$ cat src/rtl/ram8_word_master.sv
// ram8_word_master
//
// Bus master that turns 16-bit word or 8-bit byte requests from a load/store
// client into one or two byte cycles on an 8-bit single-port RAM. The RAM
// read port is combinational. Each accepted request produces exactly one
// response pulse.
//
// Parameters
//   BIG_ENDIAN   0: even address carries data[7:0] (little-endian)
//                1: even address carries data[15:8]
//
// Build option
//   RAM8_ALIGN_CHECK_EN  when defined, a word request with req_addr[0]=1 skips
//                        all RAM cycles and returns resp_err=1 one cycle after
//                        acceptance. When undefined, resp_err is always 0 and
//                        req_addr[0] is ignored for word accesses.
//
// Ports
//   clk, reset            clock, synchronous active-high reset
//   req_valid/req_ready   request handshake (ready only in IDLE, low in reset)
//   req_wr, req_byte      1=write/0=read, 1=byte/0=word
//   req_addr[14:0]        byte address
//   req_wdata[15:0]       write data (byte writes use [7:0])
//   resp_valid            single-cycle completion pulse
//   resp_rdata[15:0]      read data, held until the next completion
//   resp_err              unaligned-word fault, qualified by resp_valid
//   ram_en, ram_wr        RAM enable and write strobe
//   ram_addr[14:0]        RAM byte address
//   ram_din[7:0]          RAM write data
//   ram_dout[7:0]         RAM read data (combinational from ram_addr)

module ram8_word_master #(
  parameter int unsigned BIG_ENDIAN = 0
) (
  input  logic        clk,
  input  logic        reset,
  input  logic        req_valid,
  output logic        req_ready,
  input  logic        req_wr,
  input  logic        req_byte,
  input  logic [14:0] req_addr,
  input  logic [15:0] req_wdata,
  output logic        resp_valid,
  output logic [15:0] resp_rdata,
  output logic        resp_err,
  output logic        ram_en,
  output logic        ram_wr,
  output logic [14:0] ram_addr,
  output logic [7:0]  ram_din,
  input  logic [7:0]  ram_dout
);

  typedef enum logic [1:0] {
    IDLE   = 2'd0,
    FIRST  = 2'd1,
    SECOND = 2'd2,
    DONE   = 2'd3
  } state_e;

  state_e      state_q, state_d;
  logic        wr_q;
  logic        byte_q;
  logic [14:0] addr_q;
  logic [15:0] wdata_q;
  logic        err_q;
  logic [7:0]  even_byte_q;   // first (even-address) byte of a word read
  logic [15:0] rdata_q;

  logic        accept;
  logic        misaligned;
  logic [7:0]  even_lane;
  logic [7:0]  odd_lane;

  assign accept = req_valid & req_ready;

`ifdef RAM8_ALIGN_CHECK_EN
  assign misaligned = ~req_byte & req_addr[0];
`else
  assign misaligned = 1'b0;
`endif

  // Write data lanes for the even and odd byte of a word.
  assign even_lane = (BIG_ENDIAN != 0) ? wdata_q[15:8] : wdata_q[7:0];
  assign odd_lane  = (BIG_ENDIAN != 0) ? wdata_q[7:0]  : wdata_q[15:8];

  assign resp_rdata = rdata_q;

  // Next-state logic
  always_comb begin
    state_d = state_q;
    case (state_q)
      IDLE:    if (accept) state_d = misaligned ? DONE : FIRST;
      FIRST:   state_d = byte_q ? DONE : SECOND;
      SECOND:  state_d = DONE;
      DONE:    state_d = IDLE;
      default: state_d = IDLE;
    endcase
  end

  // Output decode works only from registered state and latched request
  // fields. Everything is forced low while reset is high, so a reset that
  // lands in the middle of a word write stops the second byte from being
  // written on the same edge.
  always_comb begin
    req_ready  = 1'b0;
    resp_valid = 1'b0;
    resp_err   = 1'b0;
    ram_en     = 1'b0;
    ram_wr     = 1'b0;
    ram_addr   = '0;
    ram_din    = '0;
    if (!reset) begin
      case (state_q)
        IDLE: req_ready = 1'b1;
        FIRST: begin
          ram_en   = 1'b1;
          ram_wr   = wr_q;
          ram_addr = byte_q ? addr_q : {addr_q[14:1], 1'b0};
          ram_din  = byte_q ? wdata_q[7:0] : even_lane;
        end
        SECOND: begin
          ram_en   = 1'b1;
          ram_wr   = wr_q;
          ram_addr = {addr_q[14:1], 1'b1};
          ram_din  = odd_lane;
        end
        DONE: begin
          resp_valid = 1'b1;
          resp_err   = err_q;
        end
        default: ;
      endcase
    end
  end

  // State and datapath registers
  always_ff @(posedge clk) begin
    if (reset) begin
      state_q     <= IDLE;
      wr_q        <= 1'b0;
      byte_q      <= 1'b0;
      addr_q      <= '0;
      wdata_q     <= '0;
      err_q       <= 1'b0;
      even_byte_q <= '0;
      rdata_q     <= '0;
    end else begin
      state_q <= state_d;
      if (accept) begin
        wr_q    <= req_wr;
        byte_q  <= req_byte;
        addr_q  <= req_addr;
        wdata_q <= req_wdata;
        err_q   <= misaligned;
      end
      // resp_rdata only changes on the edge into DONE, so the previous
      // result stays visible for the whole of a new request.
      if (state_q == FIRST && !wr_q) begin
        if (byte_q) rdata_q     <= {8'h00, ram_dout};
        else        even_byte_q <= ram_dout;
      end
      if (state_q == SECOND && !wr_q) begin
        rdata_q <= (BIG_ENDIAN != 0) ? {even_byte_q, ram_dout}
                                     : {ram_dout, even_byte_q};
      end
    end
  end

endmodule

$ cat config.mk
export PLATFORM = sky130hd
export DESIGN_NAME = ram8_word_master
export DESIGN_NICKNAME = d
export VERILOG_FILES = /design/src/rtl/ram8_word_master.sv
export SDC_FILE = /design/constraint.sdc
export NUM_CORES = 1
export LEC_CHECK = 0
export BUFFER_PORTS_ARGS = -buffer_cell sky130_fd_sc_hd__buf_2
export CAP_MARGIN = 5
export CORE_MARGIN = 8
export CORE_UTILIZATION = 50
export DETAILED_ROUTE_END_ITERATION = 6
export PLACE_DENSITY = 0.75
export SYNTH_ARGS = -nofsm -noshare
export SYNTH_HDL_FRONTEND = slang
export SYNTH_SLANG_ARGS = --single-unit
$ cat constraint.sdc
create_clock -name clk -period 1.8 [get_ports clk]
set_input_delay 0.36 -clock clk [delete_from_list [all_inputs] [get_ports clk]]
set_output_delay 0.36 -clock clk [all_outputs]
set_load 0.03 [all_outputs]
==> metrics.md <==
| Metric | Value |
|---|---|
| Status | `finished, violations left` |
| Failing checks | `negative setup slack` |
| Largest family of logic cells by synthesized area | `simple AND/OR/NAND/NOR gates` |
| Cell type with the largest total area after synthesis | `dfxtp_1` |
| CTS Hold Bufs | `0` |
| Design Power | `5.12 mW` |
| # port buffers | `86` |
| Commonest cells after routing, fill and taps aside | `buf_2 (61), dfxtp_1 (57), nand2b_1 (34), nand2_1 (33), o21ai_0 (30)` |
| Initial antenna violation count | `0` |
| Type of origin of the critical path | `flop` |
| Ant diodes | `0` |
| Max-slew violation count | `0` |
| Area of the core | `5070 µm²` |
| Endpoints failing setup | `25` |
| Final GP Congestion | `0.770` |
| Starting density of the core | `51.3%` |
| Max Fclk | `0.499 GHz` |
| Class of the worst hold path | `input pin to flop` |
| Share of layout cells above drive strength 1 | `43.8%` |
| CTS sink cnt | `59` |
| Vias in the first global route | `2,362` |
| Die Y | `88.2 µm` |
| Maxcap violations | `0` |
| Syn avg cell area | `8.98 µm²` |
| Global-route wire length before repair | `11.1 mm` |
| Multiplexer area fraction after synthesis | `6.54%` |
| Sequential area share after synthesis | `45.4%` |
| Max incr delay on CP | `0.36 ns` |
| Synth Area in Compound Gates | `18.5%` |
| Post-synthesis instance area | `2600 µm²` |
| Pre-CTS setup slack | `0.0137 ns` |
| Critical path type | `flop to output port` |
| Largest net degree at the start of global routing | `49` |
| Clk buf depth | `2` |
| Nets | `432` |
| Crit Path Max Fanout | `7` |
| Top cell by count, worst path | `buf_6` |
| Commonest non-fill, non-tap cell in the layout | `buf_2` |
| Clk Latency, worst-skew pair | `0.34 ns` |
| Synthesized flop and latch total | `59` |
| CP top delay family | `flip-flops` |
| Power Dens Cells | `1390 nW/µm²` |
| CP Cell Sequence | `inv_4, ha_4, nand2b_4, nor2_4, buf_6, and2_2, buf_6` |
| RSZ-0062 raised after global routing | `yes` |
| Adder-Cell Fraction of Synth Area | `2.40%` |
| Area contributors post-synth | `dfxtp_1 (45%), nand2b_1 (8.4%), mux2i_1 (6.5%)` |
| Slowest CP cell | `dfxtp_2` |
| Buf/Inv on CP | `3` |
| Period Utilization, post-route | `111%` |
| Core Rows | `26` |
| Gr ovfl total | `0` |
| Simple-gate share of the synthesized area | `21.7%` |
| Drt via density | `5.05` |
| Share of the synthesized area in the top cell type | `45.4%` |
| Lkg Pwr | `1.59 nW` |
| Worst setup EP type | `output port` |
| CTS clk-pin slew, worst paths | `0.07 ns` |
| Via count | `2,311` |
| DRT Wirelength | `6.94 mm` |
| Synth Area in XOR/XNOR | `0%` |
| Die width | `88.2 µm` |
| Cell variety after synth | `30` |
| Gate Count Post-Synth | `290` |
| Io pins | `88` |
| Avg WL per Cell | `15.1 µm` |
| Ys Warns | `0` |
| Worst Slack Setup Final | `-0.206 ns` |
| Worst hold slack | `0.207 ns` |
| # DRC | `0` |
| Setup TNS | `-4.25 ns` |
| Setup Skew | `0.00890 ns` |
| Drt initial violations | `88` |
| Max VDD drop | `0.865 mV` |
| GR Util All Layers | `18.5%` |
| Min cycle time layout | `2.01 ns` |
| Clock buffer count from CTS | `9` |
| CP required | `1.44 ns` |
| DRT Pass-1 Iters | `4` |
| Clock Root Buffer | `clkbuf_8` |
| Post-Syn Nets | `339` |
| Area grow syn2layout | `41.5%` |
| Dpl hpwl | `4.44 mm` |
| Final ANT Viol Nets | `0` |
| Die area | `7770 µm²` |
| Hold Violations, Final | `0` |
| CTS H-tree lvls | `3` |
| Crit path arrival time | `1.65 ns` |
| FILL cells | `365` |
| CTS tree | `built` |
[power by group]
part	switching [mW]	internal (mW)	leakage, nW
Sequential	0.176	1.60	0.484
Combinational	1.22	0.903	1.01
Clock	0.544	0.676	0.0987
Total	1.94	3.18	1.59
[synthesized netlist by cell type]
library cell / number
a21oi_4: 1
mux2i_1: 17
and2_1: 15
a21oi_1: 9
clkbuf_2: 1
a221oi_1: 1
buf_6: 2
buf_2: 10
o21ai_0: 30
nor3b_1: 1
nand2_1: 33
nor2_2: 1
a22oi_1: 8
clkbuf_1: 7
and2_4: 1
ha_1: 5
nand2b_1: 35
a21o_1: 1
conb_1: 1
o21ai_1: 3
nor2b_1: 2
and3b_1: 1
dfxtp_1: 59
a22o_1: 8
nor2_1: 21
a211oi_2: 8
nor3_1: 1
inv_1: 4
buf_4: 3
o31ai_1: 1
[sequential cells by signal, summed over array words and instances, names as in the netlist]
name         count
wdata_q         16
even_byte_q      8
byte_q           1
resp_rdata      16
wr_q             1
state_q          2
addr_q          15
[per-layer routing]
layer / wire (µm) / share of wire, % / track usage, %
met1: 2970 / 43 / 21.2
met2: 3370 / 49 / 30.0
met3: 499 / 7.2 / 6.85
met4: 95 / 1.4 / 8.29
met5: 0 / 0 / 0
[worst paths after layout]
| path | endpoint | slack, ns | start | cells past startpoint |
|---|---|---|---|---|
| worst max-delay path | ram_addr[6] | -0.21 | state_q[1]$_SDFFE_PP0P_ | 7 |
| worst min-delay path | addr_q[12]$_SDFFE_PP0P_ | 0.21 | req_addr[12] | 3 |
| worst max register to register | resp_rdata[7]$_SDFFE_PP0P_ | 0.14 | state_q[1]$_SDFFE_PP0P_ | 7 |
| worst min register to register | addr_q[8]$_SDFFE_PP0P_ | 0.47 | addr_q[8]$_SDFFE_PP0P_ | 2 |
[tightest hold or removal path: cells and delay by family]
kind	cells	cell delay (ns)
AND/OR/NAND/NOR	1	0.03
AO/OA/AOI/OAI	1	0.05
buffers and inverters	1	0.08
[cell families (layout without fill, tap and decap cells)]
group | after synthesis | count (layout)
flip-flops | 59 | 59
buffers and inverters | 27 | 125
adder cells (fa/ha/maj) | 5 | 5
multiplexers | 17 | 17
AO/OA/AOI/OAI | 70 | 70
AND/OR/NAND/NOR | 111 | 111
other | 1 | 1
[through the flow]
step	utilization, %	area, µm²	std cells
6_report	72.6	3680	458
5_1_grt	72.6	3680	458
4_1_cts	72.3	3670	458
3_5_place_dp	61.9	3140	437
3_3_place_gp	61.9	3140	437
2_1_floorplan	-	2620	290
[cell type report]
cell class / count / area (µm²) / area share, %
well taps: 70 / 87.6 / 2.38
flip-flops and latches: 59 / 1180 / 32.1
multi-input cells: 204 / 1440 / 39.1
inverters: 4 / 20.0 / 0.543
repair buffers: 105 / 751 / 20.4
clock inverters: 6 / 63.8 / 1.73
clock buffers: 10 / 138 / 3.74
[repair_timing]
item                       in CTS  in global routing
gates cloned                    1                  0
pin swaps                      10                  3
setup buffers                   4                  0
gates resized for setup        89                  4
hold endpoints to repair        0                  0
setup endpoints to repair      25                 25
(Power assumes the default switching activity.)
